$ cat config.mk
export PLATFORM = sky130hd
export DESIGN_NAME = slice_phase_ctrl_flat
export DESIGN_NICKNAME = d
export VERILOG_FILES = /design/src/rtl/slice_seq_pkg.sv /design/src/rtl/slice_phase_ctrl_if.sv /design/src/rtl/slice_phase_ctrl_phase_timer.sv /design/src/rtl/slice_phase_ctrl.sv /design/src/flat_wrapper.sv
export SDC_FILE = /design/constraint.sdc
export NUM_CORES = 1
export LEC_CHECK = 0
export ABC_CLOCK_PERIOD_IN_PS = 4800
export BUFFER_PORTS_ARGS = -buffer_cell sky130_fd_sc_hd__buf_2
export CAP_MARGIN = 20
export CORE_MARGIN = 10
export CORE_UTILIZATION = 59
export CTS_CLUSTER_SIZE = 10
export DETAILED_ROUTE_END_ITERATION = 6
export GPL_TIMING_DRIVEN = 0
export PLACE_DENSITY = 0.8
export SYNTH_ARGS = -nofsm -noshare
export SYNTH_HDL_FRONTEND = slang
export SYNTH_SLANG_ARGS = --single-unit
export TNS_END_PERCENT = 1
$ cat constraint.sdc
create_clock -name clock -period 4.8 [get_ports clock]
set_clock_uncertainty 0.15 [all_clocks]
set_input_delay 0.96 -clock clock [delete_from_list [all_inputs] [get_ports clock]]
set_output_delay 0.96 -clock clock [all_outputs]
set_load 0.01 [all_outputs]
$ cat src/rtl/slice_seq_pkg.sv
// Shared types and default timing constants for the slice phase controller.
package slice_seq_pkg;

    localparam int unsigned CNT_W       = 32;
    localparam int unsigned PHASE_W     = 3;
    localparam int unsigned SLICE_CNT_W = 16;

    localparam int unsigned DEF_DCT_TIME    = 12;
    localparam int unsigned DEF_DC_VLC_TIME = 44;
    localparam int unsigned DEF_AC_TAIL     = 5;
    localparam int unsigned DEF_MAX_BLOCKS  = 64;

    typedef logic [CNT_W-1:0]       count_t;
    typedef logic [SLICE_CNT_W-1:0] slice_cnt_t;

    typedef enum logic [PHASE_W-1:0] {
        PH_IDLE   = 3'd0,
        PH_DCT    = 3'd1,
        PH_DC_VLC = 3'd2,
        PH_AC_VLC = 3'd3,
        PH_DONE   = 3'd4
    } phase_e;

    // AC VLC phase length: 63 cycles per block plus a fixed tail, 63*B done as (B<<6)-B
    function automatic count_t ac_vlc_len(input count_t blocks, input int unsigned tail);
        return (blocks << 6) - blocks + CNT_W'(tail);
    endfunction

endpackage

$ cat src/rtl/slice_phase_ctrl_if.sv
// Slice fetch <-> phase controller handshake and stage-control bundle.
interface slice_phase_ctrl_if;
    import slice_seq_pkg::*;

    logic       slice_start;
    count_t     block_num;
    logic       abort;

    logic       busy;
    logic       slice_done;
    logic       start_err;
    phase_e     phase;
    count_t     phase_counter;
    logic       dct_enable;
    logic       dc_vlc_reset;
    logic       ac_vlc_reset;
    slice_cnt_t slice_count;

    modport master (
        output slice_start, block_num, abort,
        input  busy, slice_done, start_err, phase, phase_counter,
               dct_enable, dc_vlc_reset, ac_vlc_reset, slice_count
    );

    modport slave (
        input  slice_start, block_num, abort,
        output busy, slice_done, start_err, phase, phase_counter,
               dct_enable, dc_vlc_reset, ac_vlc_reset, slice_count
    );

endinterface

$ cat src/rtl/slice_phase_ctrl_phase_timer.sv
// Loadable 32-bit up-counter timing one phase; terminal when count reaches length-1.
module phase_timer
    import slice_seq_pkg::*;
(
    input  logic   clock,
    input  logic   reset_n,
    input  logic   load,
    input  logic   clear,
    input  count_t length,
    output count_t count,
    output logic   terminal_c
);

    count_t length_q;

    // load restarts at 0 with a new length; clear holds at 0 without touching the length
    always_ff @(posedge clock or negedge reset_n) begin
        if (!reset_n) begin
            count    <= '0;
            length_q <= '0;
        end else if (load) begin
            count    <= '0;
            length_q <= length;
        end else if (clear) begin
            count    <= '0;
        end else begin
            count    <= count + CNT_W'(1);
        end
    end

    assign terminal_c = (count == (length_q - CNT_W'(1)));

endmodule

$ cat src/rtl/slice_phase_ctrl.sv
// Per-slice phase sequencer: DCT fill, DC VLC, AC VLC, then a one-cycle DONE.
module slice_phase_ctrl
    import slice_seq_pkg::*;
#(
    parameter int unsigned DCT_TIME    = DEF_DCT_TIME,
    parameter int unsigned DC_VLC_TIME = DEF_DC_VLC_TIME,
    parameter int unsigned AC_TAIL     = DEF_AC_TAIL,
    parameter int unsigned MAX_BLOCKS  = DEF_MAX_BLOCKS
) (
    input  logic               clock,
    input  logic               reset_n,
    slice_phase_ctrl_if.slave  sp
);

    phase_e     state_q;
    phase_e     state_d;
    count_t     ac_len_q;
    count_t     ac_len_d;
    logic       start_err_q;
    logic       start_err_d;
    logic       slice_done_q;
    logic       busy_q;
    logic       dct_enable_q;
    logic       dc_vlc_run_q;
    logic       ac_vlc_run_q;
    slice_cnt_t slice_count_q;
    logic       count_inc;

    logic       tmr_load;
    logic       tmr_clear;
    count_t     tmr_len;
    count_t     tmr_count;
    logic       tmr_term_c;
    logic       block_ok_c;

    assign block_ok_c = (sp.block_num != '0) && (sp.block_num <= CNT_W'(MAX_BLOCKS));

    phase_timer u_timer (
        .clock      (clock),
        .reset_n    (reset_n),
        .load       (tmr_load),
        .clear      (tmr_clear),
        .length     (tmr_len),
        .count      (tmr_count),
        .terminal_c (tmr_term_c)
    );

    // Next-state, timer control and pulse decode
    always_comb begin
        state_d     = state_q;
        ac_len_d    = ac_len_q;
        tmr_load    = 1'b0;
        tmr_clear   = 1'b0;
        tmr_len     = '0;
        start_err_d = 1'b0;
        count_inc   = 1'b0;

        if (state_q == PH_IDLE) begin
            // abort is meaningless in IDLE, so a start here is judged on block_num alone
            tmr_clear = 1'b1;
            if (sp.slice_start) begin
                if (block_ok_c) begin
                    state_d  = PH_DCT;
                    tmr_load = 1'b1;
                    tmr_len  = CNT_W'(DCT_TIME) + sp.block_num;
                    ac_len_d = ac_vlc_len(sp.block_num, AC_TAIL);
                end else begin
                    start_err_d = 1'b1;
                end
            end
        end else begin
            start_err_d = sp.slice_start;
            if (sp.abort) begin
                state_d   = PH_IDLE;
                tmr_clear = 1'b1;
            end else begin
                case (state_q)
                    PH_DCT: begin
                        if (tmr_term_c) begin
                            state_d  = PH_DC_VLC;
                            tmr_load = 1'b1;
                            tmr_len  = CNT_W'(DC_VLC_TIME);
                        end
                    end
                    PH_DC_VLC: begin
                        if (tmr_term_c) begin
                            state_d  = PH_AC_VLC;
                            tmr_load = 1'b1;
                            tmr_len  = ac_len_q;
                        end
                    end
                    PH_AC_VLC: begin
                        if (tmr_term_c) begin
                            state_d  = PH_DONE;
                            tmr_load = 1'b1;
                            tmr_len  = CNT_W'(1);
                        end
                    end
                    PH_DONE: begin
                        state_d   = PH_IDLE;
                        tmr_clear = 1'b1;
                        count_inc = 1'b1;
                    end
                    default: begin
                        state_d   = PH_IDLE;
                        tmr_clear = 1'b1;
                    end
                endcase
            end
        end
    end

    // State and registered outputs, all decoded from the next state
    always_ff @(posedge clock or negedge reset_n) begin
        if (!reset_n) begin
            state_q       <= PH_IDLE;
            ac_len_q      <= '0;
            start_err_q   <= 1'b0;
            slice_done_q  <= 1'b0;
            busy_q        <= 1'b0;
            dct_enable_q  <= 1'b0;
            dc_vlc_run_q  <= 1'b0;
            ac_vlc_run_q  <= 1'b0;
            slice_count_q <= '0;
        end else begin
            state_q       <= state_d;
            ac_len_q      <= ac_len_d;
            start_err_q   <= start_err_d;
            slice_done_q  <= (state_d == PH_DONE);
            busy_q        <= (state_d != PH_IDLE);
            dct_enable_q  <= (state_d == PH_DCT);
            dc_vlc_run_q  <= (state_d == PH_DC_VLC);
            ac_vlc_run_q  <= (state_d == PH_AC_VLC);
            slice_count_q <= slice_count_q + SLICE_CNT_W'(count_inc);
        end
    end

    assign sp.phase         = state_q;
    assign sp.phase_counter = tmr_count;
    assign sp.busy          = busy_q;
    assign sp.slice_done    = slice_done_q;
    assign sp.start_err     = start_err_q;
    assign sp.dct_enable    = dct_enable_q;
    assign sp.dc_vlc_reset  = dc_vlc_run_q;
    assign sp.ac_vlc_reset  = ac_vlc_run_q;
    assign sp.slice_count   = slice_count_q;

endmodule
$ cat src/flat_wrapper.sv
// flat-port wrapper written by rule: the top's interface ports become plain ports
module slice_phase_ctrl_flat import slice_seq_pkg::*;
#(
    parameter int unsigned DCT_TIME    = DEF_DCT_TIME,
    parameter int unsigned DC_VLC_TIME = DEF_DC_VLC_TIME,
    parameter int unsigned AC_TAIL     = DEF_AC_TAIL,
    parameter int unsigned MAX_BLOCKS  = DEF_MAX_BLOCKS
)
  (clock, reset_n, sp_slice_start, sp_block_num, sp_abort, sp_busy, sp_slice_done, sp_start_err, sp_phase, sp_phase_counter, sp_dct_enable, sp_dc_vlc_reset, sp_ac_vlc_reset, sp_slice_count);
  slice_phase_ctrl_if sp_i ();
  input  logic clock;
  input  logic reset_n;
  input wire logic [$bits(sp_i.slice_start)-1:0] sp_slice_start;
  input wire logic [$bits(sp_i.block_num)-1:0] sp_block_num;
  input wire logic [$bits(sp_i.abort)-1:0] sp_abort;
  output wire logic [$bits(sp_i.busy)-1:0] sp_busy;
  output wire logic [$bits(sp_i.slice_done)-1:0] sp_slice_done;
  output wire logic [$bits(sp_i.start_err)-1:0] sp_start_err;
  output wire logic [$bits(sp_i.phase)-1:0] sp_phase;
  output wire logic [$bits(sp_i.phase_counter)-1:0] sp_phase_counter;
  output wire logic [$bits(sp_i.dct_enable)-1:0] sp_dct_enable;
  output wire logic [$bits(sp_i.dc_vlc_reset)-1:0] sp_dc_vlc_reset;
  output wire logic [$bits(sp_i.ac_vlc_reset)-1:0] sp_ac_vlc_reset;
  output wire logic [$bits(sp_i.slice_count)-1:0] sp_slice_count;
  assign sp_i.slice_start = sp_slice_start;
  assign sp_i.block_num = sp_block_num;
  assign sp_i.abort = sp_abort;
  assign sp_busy = sp_i.busy;
  assign sp_slice_done = sp_i.slice_done;
  assign sp_start_err = sp_i.start_err;
  assign sp_phase = sp_i.phase;
  assign sp_phase_counter = sp_i.phase_counter;
  assign sp_dct_enable = sp_i.dct_enable;
  assign sp_dc_vlc_reset = sp_i.dc_vlc_reset;
  assign sp_ac_vlc_reset = sp_i.ac_vlc_reset;
  assign sp_slice_count = sp_i.slice_count;
  slice_phase_ctrl #(.DCT_TIME(DCT_TIME), .DC_VLC_TIME(DC_VLC_TIME), .AC_TAIL(AC_TAIL), .MAX_BLOCKS(MAX_BLOCKS)) u_core (.clock(clock), .reset_n(reset_n), .sp(sp_i));
endmodule
# ---- Word level (Yosys, flattened, before mapping)
# Cells that the tools add are included.
dict set report word_totals {
  elab_cells 66
  memories 0
  rom_bits 0
  ram_bits 0
  output_inout_bits 57
  latchBits 0
  reg_bits 121
}
dict set report classes {
  magnitude_cmp 1
  eq_ne 9
  n_mul 0
  shift 0
  div_mod_pow 0
  n_mux 33
  addsub 6
  n_reduce_logical 6
  bitwise 0
}
# op n
set op_table {}
lappend op_table {{$mux W32} 7}
lappend op_table {{$pmux W32 S3} 1}
lappend op_table {{$add A32 B1 Y32 const B} 1}
lappend op_table {{$add A32 B3 Y32 const B} 1}
lappend op_table {{$add A4 B32 Y32 const A} 1}
lappend op_table {{$eq A32 B32 Y1} 1}
lappend op_table {{$le A32 B7 Y1 const B} 1}
lappend op_table {{$reduce_bool A32 Y1} 1}
lappend op_table {{$sub A32 B1 Y32 const B} 1}
lappend op_table {{$sub A32 B32 Y32} 1}
lappend op_table {{$mux W3} 7}
lappend op_table {{$add A16 B1 Y16} 1}
lappend op_table {{$mux W1} 16}
lappend op_table {{$eq A3 B2 Y1 const B} 4}
lappend op_table {{$pmux W3 S3} 1}
lappend op_table {{$eq A3 B1 Y1 const B} 2}
lappend op_table {{$eq A3 B3 Y1 const B} 2}
lappend op_table {{$mux W6} 1}
lappend op_table {{$logic_not A3 Y1} 1}
lappend op_table {{$reduce_and A3 Y1} 1}
lappend op_table {{$reduce_bool A3 Y1} 1}
lappend op_table {{$reduce_or A3 Y1} 1}
lappend op_table {{$logic_and A1 B1 Y1} 1}

# ---- Longest topological paths before layout
dict set report depth {
  depth_word 7
  depth_mapped 13
}

# ---- Cells and area by module
# A second synthesis with hierarchy kept.
dict set report unflattened {
  cells_unflattened 878
  area_unflattened_um2 7970.1
}
# mod area_per_inst_um2 cells_each seq_area_each_um2 n_inst
set by_module_without_submodules {}
lappend by_module_without_submodules {slice_phase_ctrl 4212.8 501 1426.4 1}
lappend by_module_without_submodules {phase_timer 3757.4 377 1601.5 1}

# ---- Least setup slack after synthesis
# Ideal clock, no wire load.
dict set report synth_path {
  path_type {reg2reg}
  startpoint {register u_core.u_timer.length_q[11]}
  endpoint {register u_core.u_timer.length_q[20]}
  arrival_time_ns 3.353
  slack_ns 1.173
  path_buffers 4
  t_required_ns 4.526
  stages_incl_launch_ff 13
  cell_sequence {dfrtp_1 > or4_1 > buf_2 > or4b_2 > nor4_1 > mux2i_1 > nand2b_1 > or4_1 > buf_2 > buf_6 > buf_6 > o211ai_1 > nand2_1}
}
dict set report synth_between {
  elab_chain_cells 6
}
# element line
set synth_rtl {}
lappend synth_rtl {{start, declared} slice_phase_ctrl_phase_timer.sv:14} ;# count_t length_q;
lappend synth_rtl {{start signal, assigned} slice_phase_ctrl_phase_timer.sv:23} ;# length_q <= length;
lappend synth_rtl {{$sub A32 B1 Y32 (*)} slice_phase_ctrl_phase_timer.sv:31} ;# assign terminal_c = (count == (length_q - CNT_W'(1)));
lappend synth_rtl {{$eq A32 B32 Y1 (*)} slice_phase_ctrl_phase_timer.sv:31}
lappend synth_rtl {{$mux W32 / $mux W1 (equally long branches)} {slice_phase_ctrl.sv:86, slice_phase_ctrl.sv:79, slice_phase_ctrl.sv:93}}
lappend synth_rtl {{$pmux W32 S3 / $mux W1 (equally long branches)} --}
lappend synth_rtl {{$mux W32 / $mux W1 (equally long branches)} slice_phase_ctrl.sv:73} ;# if (sp.abort) begin
lappend synth_rtl {{$mux W32 / $mux W1 (equally long branches)} slice_phase_ctrl.sv:58} ;# if (state_q == PH_IDLE) begin
# Mark *: on every way between the ends. The rest lies on a longest branch, timed or not.
# A chain may end at the register's enable or synchronous reset.

# ---- Worst setup path after layout
dict set report layout_path {
  startpoint {register u_core.u_timer.length_q[11]}
  endpoint {register u_core.u_timer.length_q[23]}
}
# Same word-level chain as after synthesis.

==> metrics.md <==
| Metric | Value |
|---|---|
| Status | completed |
| CTS Hold Buffers Added | 0 |
| Post-synth top flop | dfrtp_1 |
| Distinct cell type count after synthesis | between 70 and 80 |
| Drt wl/cell | ~17 um |
| Worst EP arrival | between 4000 and 5000 ps |
| Area of the multi-input gates | 4620 um2 |
| Post-DR vias/cell | between 5 and 6 |
| Post-synth EDFFs | 0 |
| Core Box Area | ~13000 um2 |
| Register bit total from synthesis | roughly 120 |
| Die W | ~140 um |
| Reg clk slew, reported paths | ~60 ps |
| Clk root buf | clkbuf_16 |
| Vias in the first global route | a little under 7000 |
| RSZ-0062 raised after global routing | no |
| Hpwl dp | about 16 mm |
| Pwr dens | 284 nW/um2 |
| Final Critical Period | between 4000 and 5000 ps |
| Largest net degree at the start of global routing | 87 |
| Worst vdd ir | 0.233 mV |
| Worst-Skew Late Latency | approximately 420 ps |
| Ranking of synthesized cells by area | dfrtp_1, xnor2_1, xor2_1, ha_1, nand2_1 |
| Initial antenna violation count | 0 |
| CTS sink count | between 100 and 150 |
| CTS resizes | 0 |
| Die area | ~19000 um2 |
| Area leader, netlist | dfrtp_1 |
| Post-synthesis net count | between 900 and 1000 |
| Fill count | about 1100 |
| Final #Nets | 1098 |
| Register Area | approximately 3000 um2 |
| Worst setup EP type | register |
| Iter 0 DRT Violations | 440 |
| Slew Viols, Final | 0 |
| Setup Viol. Count Final | 0 |
| Final period utilization | between 80 and 90% |
| Fraction of the mapped netlist area in compound gates | between 10% and 20% |
| MaxCap Viol Count | 0 |
| Total power | approximately 2.7 mW |
| Worst hold path class | input pin to asynchronous set/reset pin |
| Top-area cell type share of the netlist area | a little under two fifths |
| Register area share after synthesis | about 38% |
| Post CTS Setup Buffer Count | 0 |
| Fmax | roughly 230 MHz |
| Vias | 7221 |
| Overall routed net length | between 20 and 25 mm |
| Antenna cells | 0 |
| Syn Std Cell Area | 8050 um2 |
| Syn Inst Count | about 920 |
| GRT Overall Usage | a little under a quarter |
| Grt ovf | 0 |
| Std-Cell Rows | 42 |
| Setup Crit Path Kind | register to register |
| Worst Path Max Fanout | 10 |
| Cells on worst reg2reg path | 10 |
| Fin cells | roughly 1200 |
| Post-synthesis xor/xnor area fraction | between 10% and 20% |
| Final hold violations | 0 |
| CP Launch Type | register |
| Leakage | 4.53 nW |
| Initial Util | 60.5% |
| Layout cell share with drive strength beyond 1 | about 15% |
| Synth Area in Adders | 5.13% |
| First-pass GRT wire length | 34.8 mm |
| RePlAce Congestion | around 0.9 |
| DRT antenna net count | 0 |
| Die Y-Extent | 137 um |
| Residual DRC count | 0 |
| H-tree depth | 4 |
| Headroom to the max-slew limit | a little under half |
| Hold Slack | 271 ps |
| P&R area growth vs syn | 17.2% |
| Combinational family with the most area after synthesis | simple AND/OR/NAND/NOR gates |
| Top Ports | between 90 and 100 |
| Asr flop ratio synth | 100% |
| Average cell area after synthesis | just under 9 um2 |
| CTS Buffer Depth | 2 |
| Multiplexer area fraction after synthesis | less than 1% |
| TritonRoute pass-1 iters | 6 |
| Cts bufs inserted | 17 |
| Critical path required time | around 5000 ps |
| Setup TNS | 0 ps |
| Cells after DPL | ~1200 |
| Port bufs | 92 |
| Synth Warn # | 0 |
| Simple-gate share of the synthesized area | a little under a quarter |
| Worst-Margin Slew | a little over 800 ps |
| TritonCTS clock tree | built |
[routing by layer]
| layer | GRT usage, % | routed length (um) | vias to the layer above |
|---|---|---|---|
| met4 | 8.14 | 382 | 0 |
| met3 | 5.17 | 1220 | 38 |
| met1 | 30.0 | 9410 | 3420 |
| li1 | - | - | 3546 |
| met2 | 37.7 | 10000 | 217 |
| met5 | 0 | 0 | - |
[cell usage in the layout, fill, tap and decap left out, drive strengths merged, types with 3 or more instances in the layout]
| cell | count |
|---|---|
| clkbuf | 52 |
| o32a | 3 |
| xor2 | 48 |
| nand3b | 3 |
| a31oi | 8 |
| o31ai | 6 |
| nand4 | 24 |
| a211o | 5 |
| clkinv | 4 |
| nor2b | 8 |
| o21bai | 3 |
| xnor2 | 62 |
| o21a | 4 |
| inv | 52 |
| mux2i | 5 |
| buf | 109 |
| or4 | 8 |
| nor4b | 3 |
| and3 | 12 |
| nor4 | 23 |
| nand3 | 54 |
| nor3 | 53 |
| o21ai | 50 |
| dfrtp | 121 |
| ha | 33 |
| o22ai | 3 |
| nand2b | 5 |
| or2 | 3 |
| or4b | 4 |
| o211ai | 31 |
| bufinv | 5 |
| nor3b | 3 |
| or3 | 8 |
| a21oi | 26 |
| a211oi | 6 |
| a21o | 14 |
| nand2 | 97 |
| nor2 | 43 |
| and2 | 6 |
[cell type report]
cell class / count / area share [%]
Clock inverter: 8 / 1.75
Clock buffer: 23 / 5.18
Buffer: 43 / 2.15
Timing Repair Buffer: 95 / 5.38
Tap cell: 176 / 2.34
Multi-Input combinational cell: 698 / 49.0
Inverter: 53 / 2.11
Sequential cell: 121 / 32.1
[state kept, by name (all words and copies together) (netlist names)]
name and cells:
u_core.ac_len_q 32, u_core.sp.ac_vlc_reset 1, u_core.sp.busy 1, u_core.sp.dc_vlc_reset 1, u_core.sp.dct_enable 1, u_core.sp.phase 3
u_core.sp.slice_count 16, u_core.sp.slice_done 1, u_core.sp.start_err 1, u_core.u_timer.count 32, u_core.u_timer.length_q 32
[path summary, 6_finish.rpt]
check | startpoint | to | slack (ps)
worst max-delay path | u_core.u_timer.length_q[11] | u_core.u_timer.length_q[23] | 490
worst min-delay path | reset_n | u_core.u_timer.count[4] | 270
worst max register to register | u_core.u_timer.length_q[11] | u_core.u_timer.length_q[23] | 490
worst min register to register | u_core.sp.slice_count[15] | u_core.sp.slice_count[15] | 330
max in group asynchronous | reset_n | u_core.u_timer.length_q[29] | 3490
min in group clock | u_core.sp.slice_count[15] | u_core.sp.slice_count[15] | 330
[kinds of logic (layout without fill, tap and decap cells)]
family	after synthesis	count (layout)
AOI/OAI and AO/OA	186	186
adders and majority gates	33	33
buffers and inverters	96	222
xor gates and xnor gates	110	110
DFF	121	121
and+or+nand+nor	364	364
muxes	5	5
[report_power, final]
part | switching [mW] | leakage, nW | internal, mW
sequential | 0.000101 | 1.65 | 1.02
clock | 0.445 | 0.323 | 0.970
combinational | 0.142 | 2.56 | 0.0948
[synthesized netlist by cell type, types with 4 or more instances]
| cell type | instances |
|---|---|
| and3_1 | 12 |
| nor2b_1 | 8 |
| buf_2 | 6 |
| and2_1 | 6 |
| o211ai_1 | 25 |
| inv_1 | 52 |
| a21o_1 | 14 |
| a21oi_1 | 26 |
| nand3_1 | 54 |
| nor4_1 | 19 |
| buf_6 | 4 |
| nor3_1 | 52 |
| a31oi_1 | 8 |
| or4_1 | 7 |
| nor2_1 | 42 |
| ha_1 | 33 |
| a211oi_1 | 6 |
| nand4_1 | 24 |
| nand2b_1 | 5 |
| o21ai_1 | 4 |
| clkbuf_1 | 29 |
| a211o_1 | 5 |
| xnor2_1 | 62 |
| dfrtp_1 | 121 |
| o21ai_0 | 44 |
| xor2_1 | 48 |
| o211ai_2 | 6 |
| nand2_1 | 97 |
| or3_1 | 8 |
| mux2i_1 | 5 |
| o31ai_1 | 6 |
| o21a_1 | 4 |
[through the flow]
| step | instance area, um2 | setup slack (ps) | utilization [%] |
|---|---|---|---|
| 3_5_place_dp | 8770 | 571 | 65.9 |
| 3_3_place_gp | 8730 | 606 | 65.6 |
| 4_1_cts | 9420 | 549 | 70.9 |
| 5_1_grt | 9430 | 208 | 70.9 |
| 2_1_floorplan | 8050 | 1170 | - |
| 6_report | 9430 | 494 | 70.9 |
[critical path, cell delays in order, from the launching register on]
cell	delay, ps
dfrtp_1	450
or4_1	510
buf_2	190
or4b_2	660
nor4_1	270
mux2i_1	550
nand4_1	180
nor4_2	640
clkbuf_1	400
nand3_1	150
nand2_1	90
No activity file was read; power rests on OpenSTA's default activity.
